File: src/rtl/neoprof_access_arbiter.sv
// Merges sampled read/write page-address streams into one push port with
// per-source buffering, round-robin arbitration, epoch ticks and drop counting.
module neoprof_access_arbiter #(
  parameter int ADDR_WIDTH = 32,
  parameter int FIFO_DEPTH = 4
) (
  input  logic                  afu_clk,
  input  logic                  afu_rstn,
  input  logic                  rd_req_valid,
  input  logic [ADDR_WIDTH-1:0] rd_req_page,
  input  logic                  wr_req_valid,
  input  logic [ADDR_WIDTH-1:0] wr_req_page,
  input  logic                  push_ready,
  output logic                  push_en,
  output logic [ADDR_WIDTH-1:0] push_data,
  output logic                  push_is_write,
  input  logic                  cfg_enable,
  input  logic                  cfg_wr_enable,
  input  logic [3:0]            cfg_sample_log2,
  input  logic [31:0]           cfg_epoch_len,
  output logic                  epoch_tick,
  output logic [15:0]           drop_cnt
);

  localparam int PTR_W = (FIFO_DEPTH > 1) ? $clog2(FIFO_DEPTH) : 1;
  localparam int CNT_W = PTR_W + 1;
  localparam logic [CNT_W-1:0] FULL_CNT = CNT_W'(FIFO_DEPTH);
  localparam logic [CNT_W-1:0] CNT_ZERO = {CNT_W{1'b0}};
  localparam logic [CNT_W-1:0] CNT_ONE  = CNT_W'(1);
  localparam logic [PTR_W-1:0] PTR_ZERO = {PTR_W{1'b0}};
  localparam logic [PTR_W-1:0] PTR_ONE  = PTR_W'(1);

  // Index 0 is the read stream, index 1 the write stream.
  logic [ADDR_WIDTH-1:0] fifo_mem_r [2][FIFO_DEPTH];
  logic [PTR_W-1:0]      wr_ptr_r   [2];
  logic [PTR_W-1:0]      rd_ptr_r   [2];
  logic [CNT_W-1:0]      fifo_cnt_r [2];
  logic [15:0]           samp_cnt_r [2];
  logic                  rr_last_r;
  logic                  push_en_r;
  logic [ADDR_WIDTH-1:0] push_data_r;
  logic                  push_is_write_r;
  logic [31:0]           epoch_cnt_r;
  logic                  epoch_tick_r;
  logic [15:0]           drop_cnt_r;

  logic [ADDR_WIDTH-1:0] req_page_s [2];
  logic [1:0]            qual_s;
  logic [1:0]            sampled_s;
  logic [1:0]            full_s;
  logic [1:0]            nonempty_s;
  logic [1:0]            enq_s;
  logic [1:0]            drop_s;
  logic [1:0]            pop_s;
  logic [15:0]           sample_mask_s;
  logic                  grant_any_s;
  logic                  grant_src_s;
  logic [ADDR_WIDTH-1:0] head_s;
  logic [1:0]            drop_inc_s;
  logic [16:0]           drop_sum_s;
  logic [31:0]           epoch_last_s;
  logic                  epoch_wrap_s;

  // Qualification, sampling decision and full/empty status per source.
  always_comb begin
    qual_s[0]     = rd_req_valid & cfg_enable;
    qual_s[1]     = wr_req_valid & cfg_enable & cfg_wr_enable;
    req_page_s[0] = rd_req_page;
    req_page_s[1] = wr_req_page;
    sample_mask_s = (16'd1 << cfg_sample_log2) - 16'd1;
    for (int i = 0; i < 2; i++) begin
      sampled_s[i]  = qual_s[i] & ((samp_cnt_r[i] & sample_mask_s) == 16'd0);
      // Full is taken before any same-cycle pop, so a full buffer drops.
      full_s[i]     = (fifo_cnt_r[i] == FULL_CNT);
      nonempty_s[i] = (fifo_cnt_r[i] != CNT_ZERO);
      enq_s[i]      = sampled_s[i] & ~full_s[i];
      drop_s[i]     = sampled_s[i] & full_s[i];
    end
  end

  // Round-robin grant between the two buffers under backpressure.
  always_comb begin
    grant_any_s = 1'b0;
    grant_src_s = 1'b0;
    pop_s       = 2'b00;
    if (push_ready) begin
      case (nonempty_s)
        2'b11: begin
          grant_any_s = 1'b1;
          grant_src_s = ~rr_last_r;
        end
        2'b01: begin
          grant_any_s = 1'b1;
          grant_src_s = 1'b0;
        end
        2'b10: begin
          grant_any_s = 1'b1;
          grant_src_s = 1'b1;
        end
        default: begin
          grant_any_s = 1'b0;
          grant_src_s = 1'b0;
        end
      endcase
    end else begin
      grant_any_s = 1'b0;
      grant_src_s = 1'b0;
    end
    if (grant_any_s) begin
      pop_s[grant_src_s] = 1'b1;
    end else begin
      pop_s = 2'b00;
    end
    head_s = fifo_mem_r[grant_src_s][rd_ptr_r[grant_src_s]];
  end

  // Drop increment with saturation headroom, and epoch boundary detect.
  always_comb begin
    drop_inc_s   = {1'b0, drop_s[0]} + {1'b0, drop_s[1]};
    drop_sum_s   = {1'b0, drop_cnt_r} + {15'd0, drop_inc_s};
    epoch_last_s = cfg_epoch_len - 32'd1;
    epoch_wrap_s = (epoch_cnt_r >= epoch_last_s);
  end

  // Per-source buffers and sample counters.
  always_ff @(posedge afu_clk or negedge afu_rstn) begin
    if (!afu_rstn) begin
      for (int i = 0; i < 2; i++) begin
        for (int j = 0; j < FIFO_DEPTH; j++) begin
          fifo_mem_r[i][j] <= {ADDR_WIDTH{1'b0}};
        end
        wr_ptr_r[i]   <= PTR_ZERO;
        rd_ptr_r[i]   <= PTR_ZERO;
        fifo_cnt_r[i] <= CNT_ZERO;
        samp_cnt_r[i] <= 16'd0;
      end
    end else begin
      for (int i = 0; i < 2; i++) begin
        if (enq_s[i]) begin
          fifo_mem_r[i][wr_ptr_r[i]] <= req_page_s[i];
          wr_ptr_r[i]                <= wr_ptr_r[i] + PTR_ONE;
        end
        if (pop_s[i]) begin
          rd_ptr_r[i] <= rd_ptr_r[i] + PTR_ONE;
        end
        fifo_cnt_r[i] <= fifo_cnt_r[i] + (enq_s[i] ? CNT_ONE : CNT_ZERO)
                                       - (pop_s[i] ? CNT_ONE : CNT_ZERO);
        if (qual_s[i]) begin
          samp_cnt_r[i] <= samp_cnt_r[i] + 16'd1;
        end
      end
    end
  end

  // Registered push port and round-robin history.
  always_ff @(posedge afu_clk or negedge afu_rstn) begin
    if (!afu_rstn) begin
      rr_last_r       <= 1'b1;
      push_en_r       <= 1'b0;
      push_data_r     <= {ADDR_WIDTH{1'b0}};
      push_is_write_r <= 1'b0;
    end else begin
      push_en_r <= grant_any_s;
      if (grant_any_s) begin
        rr_last_r       <= grant_src_s;
        push_data_r     <= head_s;
        push_is_write_r <= grant_src_s;
      end
    end
  end

  // Epoch counter/tick and per-epoch saturating drop counter.
  always_ff @(posedge afu_clk or negedge afu_rstn) begin
    if (!afu_rstn) begin
      epoch_cnt_r  <= 32'd0;
      epoch_tick_r <= 1'b0;
      drop_cnt_r   <= 16'd0;
    end else begin
      if (cfg_epoch_len == 32'd0) begin
        epoch_cnt_r  <= 32'd0;
        epoch_tick_r <= 1'b0;
      end else if (cfg_enable) begin
        if (epoch_wrap_s) begin
          epoch_cnt_r  <= 32'd0;
          epoch_tick_r <= 1'b1;
        end else begin
          epoch_cnt_r  <= epoch_cnt_r + 32'd1;
          epoch_tick_r <= 1'b0;
        end
      end else begin
        epoch_tick_r <= 1'b0;
      end
      if (epoch_tick_r) begin
        drop_cnt_r <= {14'd0, drop_inc_s};
      end else if (drop_sum_s[16]) begin
        drop_cnt_r <= 16'hFFFF;
      end else begin
        drop_cnt_r <= drop_sum_s[15:0];
      end
    end
  end

  assign push_en       = push_en_r;
  assign push_data     = push_data_r;
  assign push_is_write = push_is_write_r;
  assign epoch_tick    = epoch_tick_r;
  assign drop_cnt      = drop_cnt_r;

endmodule

File: config.mk
export PLATFORM = sky130hd
export DESIGN_NAME = neoprof_access_arbiter
export DESIGN_NICKNAME = d
export VERILOG_FILES = /design/src/rtl/neoprof_access_arbiter.sv
export SDC_FILE = /design/constraint.sdc
export NUM_CORES = 1
export LEC_CHECK = 0
export ABC_AREA = 1
export ABC_CLOCK_PERIOD_IN_PS = 3340
export CORE_AREA = 3 3 271 273
export DETAILED_ROUTE_END_ITERATION = 10
export DIE_AREA = 0 0 274 276
export DONT_BUFFER_PORTS = 1
export GPL_TIMING_DRIVEN = 0
export PLACE_DENSITY_LB_ADDON = 0.15
export SYNTH_ARGS = -nofsm -noshare
export SYNTH_HDL_FRONTEND = slang
export SYNTH_SLANG_ARGS = --single-unit
export TNS_END_PERCENT = 20
File: constraint.sdc
create_clock -name afu_clk -period 3.34 [get_ports afu_clk]
set_clock_uncertainty 0.15 [all_clocks]
set_input_delay 0.334 -clock afu_clk [delete_from_list [all_inputs] [get_ports afu_clk]]
set_output_delay 0.334 -clock afu_clk [all_outputs]
set_load 0.05 [all_outputs]
==> impl_metrics.env, run 1 <==
export IMPL_worstSetupPathType="in -> reg"
export IMPL_max_freq_mhz=300
export IMPL_overflow=0
export IMPL_path_common_cell="buf_4"
export IMPL_powerDensity_nw_per_um2=767
export IMPL_post_synth_instance_area_sq_um=21300
export IMPL_drt_total_wl_mm=86.3
export IMPL_yosysUniqueCellTypes=36
export IMPL_gp_congestion=0.892
export IMPL_post_place_ws_ns=-1.28
export IMPL_p_leak_uw=0.0127
export IMPL_r2r_slack_ns=0.02
export IMPL_worst_slack_ns=0.00479
export IMPL_first_pass_iters=5
export IMPL_synthTopCellsByCount="nand2_1, dfrtp_1, nand4_1"
export IMPL_clock_latency_ns=0.61
export IMPL_wl_met3_mm=6.28
export IMPL_io_pins=158
export IMPL_dieArea_sq_um=75600
export IMPL_area_growth_pct=19.9
export IMPL_ys_flop_type="dfrtp_1"
export IMPL_crit_chain="buf_8, nor2_4, nand3_2, ha_4, inv_2, nand2_1, nand3_2, nor2_1, nand3_1, nor2_2, buf_4, buf_4, buf_4, buf_4, buf_4, buf_4, buf_4, buf_4, nand2_1, nor2_2, nand4_1, clkbuf_1, nand2_1, nand2_1"
export IMPL_rsz0062_at_grt="yes"
export IMPL_cts_hold_buffers=76
export IMPL_r2r_end="fifo_mem_r[179]"
export IMPL_postRouteAntennaNets=0
export IMPL_layout_drive_gt1_share_pct=8.18
export IMPL_dieHeight_microns=276
export IMPL_min_period_ns=3.34
export IMPL_cts_buffers=47
export IMPL_final_period_utilization_pct=99.9
export IMPL_clock_sinks=384
export IMPL_async_flop_share_pct=100
export IMPL_crit_required_ns=3.66
export IMPL_wl_met2_mm=40.7
export IMPL_drc=0
export IMPL_cp_top_family="simple AND/OR/NAND/NOR gates"
export IMPL_drt_iter0_drc=1933
export IMPL_crit_buf_inv=11
export IMPL_setup_violations=0
export IMPL_vias_per_cell=5.20
export IMPL_worstReg2RegStart="samp_cnt_r[23]"
export IMPL_ys_ff_latch=384
export IMPL_io_buffers=0
export IMPL_cts_clk_slew_worst_paths_ns=0.06
export IMPL_ys_top_cells_by_area="dfrtp_1, nand2_1, nand4_1"
export IMPL_ir_drop_v=0.000402
export IMPL_ys_warn_count=0
export IMPL_slew_headroom_pct=34.2
export IMPL_nets=3144
export IMPL_grt_max_degree=385
export IMPL_reg2reg_depth=19
export IMPL_synth_edff_count=0
export IMPL_initial_utilization_pct=29.8
export IMPL_slowest_stage="clkbuf_1"
export IMPL_status="complete, but fails checks"
export IMPL_maxCapViolCount=0
export IMPL_violations="negative hold slack"
export IMPL_crit_fanout=10
export IMPL_max_stage_delay_ns=0.46
export IMPL_post_dp_hpwl_mm=61.5
export IMPL_root_buffer="clkbuf_16"
export IMPL_cp_data_arrival_time_ns=3.66
export IMPL_fin_hold_ws_ns=-0.703
export IMPL_die_w_microns=274
export IMPL_final_max_slew_viol_count=0
export IMPL_start_kind="input port"
export IMPL_cts_tree="built"
export IMPL_grt_use_total_pct=22.2
export IMPL_cts_htree_levels=2
export IMPL_yosys_area_top_type="dfrtp_1"
export IMPL_clockBufferDepth=3
export IMPL_wire_per_inst_microns=21.7
export IMPL_grt_pass1_vias=20200
export IMPL_top_layer="met5"
export IMPL_avgSynthCellArea_sq_um=7.54
export IMPL_totalPowerFinal_uw=19600
export IMPL_grt_antenna_before_repair=10
export IMPL_synth_nets=2981
export IMPL_ys_seq_area_share_pct=45.2
export IMPL_worstMarginPinSlew_ns=0.988
export IMPL_finalHoldViolations=384
export IMPL_drt_met1_wl_mm=36.7
export IMPL_endpoint_kind="register"
export IMPL_yosys_cell_count_top_type="nand2_1"
export IMPL_dr_total_vias=20700
export IMPL_synth_top_area_share_pct=45.1
export IMPL_rows=98
export IMPL_syn_inst=2819
export IMPL_grt_first_pass_wirelength_mm=128
export IMPL_hold_path_class="in -> async"
export IMPL_placeableCoreArea_sq_um=71400
==> metal layers <==
metal | vias to the layer above | track usage, %
met5 | - | 0
met4 | 8 | 7.05
met3 | 130 | 4.20
met2 | 741 | 36.2
met1 | 10100 | 29.7
li1 | 9677 | -
==> what timing repair did <==
action / CTS / global route
cloned: 0 / 0
pin swaps: 15 / 27
setup buffers: 19 / 19
hold endpoints to repair: 653 / 384
gates resized for setup: 49 / 49
endpoints found under the setup margin: 70 / 149
==> kinds of logic (layout without fill, tap and decap cells) <==
kind of cell,Yosys count,count (layout),synth area share [%]
and+or+nand+nor,1877,1877,39.0
DFF,384,384,45.2
buffers and inverters,337,539,6.85
xor gates and xnor gates,88,88,3.62
AOI/OAI and AO/OA,78,78,1.99
adders and majority gates,55,55,3.34
other,0,5,0
==> through the flow <==
| stage | cells | utilization [%] | hold slack (ns) | TNS (ns) | instance area (sq um) |
|---|---|---|---|---|---|
| after global routing | 3973 | 35.7 | -0.718 | -1.31 | 25500 |
| final | 3976 | 35.7 | -0.703 | 0 | 25500 |
| after floorplan | 2819 | - | -0.112 | -1.86 | 21300 |
| after global placement | 3769 | 31.5 | -0.0674 | -52.83 | 22500 |
| after detailed placement | 3769 | 31.5 | -0.0658 | -53.53 | 22500 |
| after CTS | 3952 | 35.3 | -0.715 | -0.00977 | 25200 |
==> worst max path at each step <==
stage,from,to,cells past startpoint
6_report,cfg_sample_log2[2],fifo_mem_r[179],24
5_1_grt,samp_cnt_r[20],fifo_mem_r[173],21
4_1_cts,fifo_cnt_r[4],fifo_cnt_r[5],15
3_5_place_dp,cfg_epoch_len[0],epoch_cnt_r[11],21
3_3_place_gp,cfg_epoch_len[0],epoch_cnt_r[12],21
2_1_floorplan,cfg_sample_log2[2],drop_cnt[14],23
==> report_power, final <==
group | switching (uW) | internal (uW) | total, uW
Sequential | 1390 | 5690 | 7080
Clock | 2190 | 3060 | 5250
Combinational | 5230 | 2000 | 7230
Total | 8810 | 10800 | 19600
==> cell type report <==
type | instances | area, sq um
Inverter | 155 | 584
Buffer | 182 | 937
Tap cell | 950 | 1190
Fill cell | 7628 | 45900
Sequential cell | 384 | 9610
Clock inverter | 11 | 73.8
Multi-Input combinational cell | 2098 | 10500
Antenna cell | 5 | 12.5
Clock buffer | 77 | 1500
Timing Repair Buffer | 114 | 1050
==> flip-flops by register name, summed over array words and instances (netlist names), 4 cells and up <==
name         flops
wr_ptr_r         4
samp_cnt_r      30
fifo_mem_r     256
drop_cnt        16
rd_ptr_r         4
push_data       32
fifo_cnt_r       6
epoch_cnt_r     32
==> cells in the final DEF (no fill, tap or decap), types with 30 or more instances in the layout <==
master / n
buf_2: 30
dlygate4sd3_1: 76
clkbuf_1: 111
nand3_1: 192
nand2_1: 1140
clkbuf_16: 48
ha_1: 48
dfrtp_1: 381
nor2_1: 102
xor2_1: 66
nand4_1: 360
buf_4: 40
inv_1: 148
No activity file was read; power rests on OpenSTA's default activity.
==> run 2: changes to the inputs <==
Settings changed: REMOVE_ABC_BUFFERS set to 1, SLEW_MARGIN set to 20.
==> run 2 against run 1 <==
The run still ends with negative hold slack left. Via count down 2.9%. Final area rose by 1.5%. Final cell count down 2.9%. Worst hold slack improved by 0.025 ns. First-iteration DRC count fell by 7.4%. Clock power fell by 1%. Die area did not move. Sequential share of layout area decreased by 0.55 points. Power increased by 1.3%. Global-route usage shrank 2.0 points. Setup slack gained 0.11 ns.
==> impl_metrics.env, run 2 (synthesized netlist as in run 1, its figures left out) <==
export IMPL_status="complete, but fails checks"
export IMPL_violations="negative hold slack"
export IMPL_initial_utilization_pct=29.8
export IMPL_clock_latency_ns=0.60
export IMPL_path_common_cell="nand2_1"
export IMPL_first_pass_iters=7
export IMPL_die_w_microns=274
export IMPL_rows=98
export IMPL_max_stage_delay_ns=0.39
export IMPL_gp_congestion=0.846
export IMPL_drt_total_wl_mm=78.8
export IMPL_worst_slack_ns=0.115
export IMPL_stdcell_area_sq_um=25900
export IMPL_overflow=0
export IMPL_drt_iter0_drc=1790
export IMPL_place_area_sq_um=22900
export IMPL_r2r_slack_ns=0.11
export IMPL_grt_pass1_vias=19800
export IMPL_hold_path_class="in -> async"
export IMPL_internal_power_uw=11300
export IMPL_clock_sinks=384
export IMPL_postRouteAntennaNets=0
export IMPL_drc=0
export IMPL_setup_tns_final_ns=0
export IMPL_io_buffers=0
export IMPL_area_growth_pct=21.6
export IMPL_regMostFlops="fifo_mem_r"
export IMPL_endpoint="drop_cnt[15]"
export IMPL_nets=3036
export IMPL_clockBufferDepth=3
export IMPL_final_period_utilization_pct=96.6
export IMPL_fin_util_pct=36.3
export IMPL_worstSetupPathType="reg -> reg"
export IMPL_endpoint_kind="register"
export IMPL_cts_tree="built"
export IMPL_ir_drop_v=0.000508
export IMPL_crit_fanout=4
export IMPL_layout_drive_gt1_share_pct=8.36
export IMPL_p_sw_uw=8500
export IMPL_setup_worst_path_start="samp_cnt_r[20]"
export IMPL_largest_reg_flops=256
export IMPL_min_period_ns=3.23
export IMPL_worstMarginPinSlew_ns=0.899
export IMPL_cts_buffers=47
export IMPL_final_common_cell="nand2_1"
export IMPL_dieHeight_microns=276
export IMPL_start_kind="register"
export IMPL_dieArea_sq_um=75600
export IMPL_slowest_stage="dfrtp_1"
export IMPL_r2r_end="drop_cnt[15]"
export IMPL_switching_share_pct=42.9
export IMPL_worstReg2RegStart="samp_cnt_r[20]"
export IMPL_post_dp_hpwl_mm=48.3
export IMPL_rsz0062_at_grt="yes"
export IMPL_reg2reg_depth=21
export IMPL_vias_per_cell=5.21
export IMPL_crit_required_ns=3.67
export IMPL_cts_clk_slew_worst_paths_ns=0.06
export IMPL_fin_hold_ws_ns=-0.678
export IMPL_p_leak_uw=0.0127
export IMPL_grt_max_degree=385
export IMPL_slew_headroom_pct=40.0
export IMPL_grt_first_pass_wirelength_mm=119
export IMPL_crit_chain="inv_2, nor2_2, nand2_1, nand2_1, nor2_1, nand2_1, nor2_2, nand3_2, nor3_2, ha_1, ha_4, fa_2, nand3_4, nor3_4, nand2_1, nor3_2, nand4_1, buf_4, nand2_1, o21ai_0, inv_1"
export IMPL_post_place_ws_ns=-1.55
export IMPL_finalHoldViolations=384
export IMPL_grt_antenna_before_repair=7
export IMPL_io_pins=158
export IMPL_grt_use_total_pct=20.2
export IMPL_placeableCoreArea_sq_um=71400
export IMPL_final_cell_mix="nand2_1, dfrtp_1, nand4_1"
export IMPL_powerDensity_nw_per_um2=766
export IMPL_combPwrFrac_pct=37.9
export IMPL_maxCapViolCount=0
export IMPL_dr_total_vias=20100
export IMPL_max_freq_mhz=310
export IMPL_setup_violations=0
export IMPL_cp_data_arrival_time_ns=3.55
export IMPL_wire_per_inst_microns=20.4
export IMPL_power_frac_seq_pct=35.8
export IMPL_final_max_slew_viol_count=0
export IMPL_pwr_share_clk_pct=26.2
export IMPL_cts_htree_levels=2
export IMPL_root_buffer="clkbuf_16"
==> run 2: area by class of cell <==
type	instances	area (sq um)
Multi-Input combinational cell	2103	10600
Fill cell	7439	45500
Antenna cell	3	7.51
Clock buffer	71	1370
Inverter	155	598
Clock inverter	10	159
Timing Repair Buffer	183	2360
Tap cell	950	1190
Sequential cell	384	9610
==> run 2: power groups by stage <==
stage | Sequential [uW] | Combinational, uW | Clock [uW]
floorplan | 6890 | 3970 | 0
global placement | 7120 | 5880 | 0
detailed placement | 7130 | 6940 | 0
CTS | 7090 | 7360 | 5340
global route | 7240 | 8240 | 5520
finish | 7100 | 7510 | 5200
==> run 2: through the flow <==
stage,instances,power (uW)
floorplan,2637,10900
global placement,3587,13000
detailed placement,3648,14100
CTS,3835,19800
global route,3857,21000
finish,3859,19800
==> run 2: critical path, delay by kind of cell, from the launching register on <==
kind	cells	cell delay [ns]
DFF	1	0.39
AOI/OAI and AO/OA	1	0.16
buffers and inverters	3	0.28
and+or+nand+nor	14	1.24
adders and majority gates	3	0.86
==> run 2: metal layers <==
metal | GRT usage, % | wire [microns]
met4 | 6.26 | 2400
met3 | 3.20 | 4670
met1 | 27.8 | 35200
met5 | 0 | 41
met2 | 32.6 | 36500
==> run 2: worst min path at each step <==
stage | start | end | cells after the start
global placement | afu_rstn | fifo_mem_r[196] | 0
detailed placement | afu_rstn | fifo_mem_r[196] | 0
global route | afu_rstn | fifo_mem_r[196] | 0
finish | afu_rstn | fifo_mem_r[196] | 0
floorplan | afu_rstn | drop_cnt[0] | 0
CTS | afu_rstn | drop_cnt[12] | 0
==> run 2: timing repair <==
item / in CTS / in global routing
gates cloned: 4 / 4
hold buffers: 82 / 1
gates resized for setup: 18 / 33
buffers inserted: 20 / 17
hold endpoints to repair: 659 / 392
endpoints found under the setup margin: 83 / 72
pin swaps: 11 / 13
==> run 3: changes to the inputs <==
Settings changed: ABC_CLOCK_PERIOD_IN_PS 3340 to 3300.
Clock period 3.34 ns to 3.3 ns, I/O delays scaled along.
==> run 3 against run 2 <==
The flow still finishes with violations (negative hold slack). First-iteration DRC count increased by 0.56%. Final area increased by 0.69%. Sequential power increased by 1%. Register-to-register slack about the same. Non-clock buffer count increased by 9. Final cell count increased by 0.26%. Via count increased by 0.49%. Sequential share of layout area decreased by 0.25 points. Fmax increased by 1.1%. Global-route usage increased by 0.21 points. Core utilization increased by 0.25 points.
==> impl_metrics.env, run 3 (synthesized netlist as in run 1, its figures left out) <==
export IMPL_status="complete, but fails checks"
export IMPL_violations="negative hold slack"
export IMPL_die_w_microns=274
export IMPL_crit_fanout=53
export IMPL_grt_first_pass_wirelength_mm=121
export IMPL_drc=0
export IMPL_placeableCoreArea_sq_um=71400
export IMPL_cp_top_family="simple AND/OR/NAND/NOR gates"
export IMPL_cts_clk_slew_worst_paths_ns=0.06
export IMPL_worstMarginPinSlew_ns=0.953
export IMPL_final_common_cell="nand2_1"
export IMPL_initial_utilization_pct=29.8
export IMPL_maxCapViolCount=0
export IMPL_cp_data_arrival_time_ns=3.55
export IMPL_hold_path_class="in -> async"
export IMPL_dp_cells=3648
export IMPL_stdcell_area_sq_um=26100
export IMPL_area_growth_pct=22.5
export IMPL_max_stage_delay_ns=0.38
export IMPL_seqCellArea_sq_um=9610
export IMPL_fin_hold_ws_ns=-0.680
export IMPL_setup_violations=0
export IMPL_start_kind="register"
export IMPL_max_freq_mhz=314
export IMPL_slew_headroom_pct=36.4
export IMPL_dieArea_sq_um=75600
export IMPL_dr_total_vias=20200
export IMPL_wire_per_inst_microns=20.5
export IMPL_p_leak_uw=0.0128
export IMPL_clock_sinks=384
export IMPL_clockBufferDepth=3
export IMPL_grt_max_degree=385
export IMPL_crit_chain="inv_1, nand3_4, buf_16, nor3_4, ha_4, ha_4, fa_2, nand3_4, nor3_4, inv_2, nor2_4, nand4_1, buf_6, a21oi_1"
export IMPL_drt_total_wl_mm=79.2
export IMPL_rsz0062_at_grt="yes"
export IMPL_place_area_sq_um=22900
export IMPL_multiInputGateArea_sq_um=10700
export IMPL_gp_congestion=0.846
export IMPL_largest_reg_flops=256
export IMPL_setup_tns_final_ns=0
export IMPL_overflow=0
export IMPL_final_cell_mix="nand2_1, dfrtp_1, nand4_1"
export IMPL_vias_per_cell=5.22
export IMPL_worstSetupPathType="reg -> reg"
export IMPL_min_period_ns=3.19
export IMPL_clock_latency_ns=0.59
export IMPL_cts_tree="built"
export IMPL_grt_use_total_pct=20.4
export IMPL_worstReg2RegStart="fifo_cnt_r[0]"
export IMPL_endpoint_kind="register"
export IMPL_drt_iter0_drc=1800
export IMPL_layout_drive_gt1_share_pct=8.89
export IMPL_io_buffers=0
export IMPL_slowest_stage="dfrtp_1"
export IMPL_fin_cells=3869
export IMPL_cts_htree_levels=2
export IMPL_grt_pass1_vias=19800
export IMPL_regMostFlops="fifo_mem_r"
export IMPL_grt_antenna_before_repair=7
export IMPL_postRouteAntennaNets=0
export IMPL_post_dp_hpwl_mm=48.3
export IMPL_crit_required_ns=3.66
export IMPL_rows=98
export IMPL_dieHeight_microns=276
export IMPL_worst_slack_ns=0.111
export IMPL_cts_hold_buffers=85
export IMPL_cts_buffers=47
export IMPL_post_place_ws_ns=-1.58
export IMPL_powerDensity_nw_per_um2=771
export IMPL_ir_drop_v=0.000508
export IMPL_finalHoldViolations=384
export IMPL_final_max_slew_viol_count=0
export IMPL_io_pins=158
export IMPL_first_pass_iters=5
export IMPL_root_buffer="clkbuf_16"
export IMPL_final_period_utilization_pct=96.6
export IMPL_setup_worst_path_start="fifo_cnt_r[0]"
export IMPL_crit_buf_inv=4
export IMPL_fill_cells=7419
export IMPL_nets=3045
-- run 3: path summary, 6_finish.rpt --
check                                  endpoint  slack (ns)  depth (start not counted)
worst max-delay path                drop_cnt[5]        0.11                         14
worst min-delay path            fifo_mem_r[196]       -0.68                          0
worst max register to register      drop_cnt[5]        0.11                         14
worst min register to register   samp_cnt_r[14]        0.32                          1
max in group asynchronous         fifo_cnt_r[2]        3.14                          0
min in group afu_clk                  rr_last_r        0.07                          2
-- run 3: per-stage QoR --
stage	power (uW)	util [%]
finish	20100	36.5
global route	21300	36.5
CTS	20100	36.0
detailed placement	14200	32.1
global placement	13100	30.2
floorplan	11000	-
-- run 3: per-layer routing --
layer / routed length [microns] / track usage [%] / vias up / share of wire [%]
met3: 5450 / 3.35 / 144 / 6.9
met2: 36500 / 32.8 / 722 / 46
li1: - / - / 9507 / -
met5: 41 / 0 / - / 0.052
met1: 34800 / 28.1 / 9811 / 44
met4: 2390 / 6.34 / 6 / 3.0
-- run 3: layout make-up --
| class | instances | share of cell area, % |
|---|---|---|
| inverter | 155 | 2.29 |
| multi-input combinational | 2103 | 41.0 |
| tap | 950 | 4.56 |
| clock buffer | 71 | 5.24 |
| antenna | 4 | 0.0384 |
| sequential | 384 | 36.9 |
| timing repair buffer | 192 | 9.38 |
| clock inverter | 10 | 0.610 |
-- run 3: where the power goes --
part	internal, uW	switching [uW]	total, uW
Clock	3090	2160	5250
Combinational	2640	5020	7660
Sequential	5760	1430	7180
-- run 3: repair_timing --
| item | CTS | global route |
|---|---|---|
| endpoints found under the setup margin | 84 | 75 |
| gates resized for setup | 25 | 44 |
| pin swaps | 13 | 26 |
| setup buffers | 23 | 21 |
| gates cloned | 6 | 2 |
| endpoints found under the hold margin | 668 | 384 |
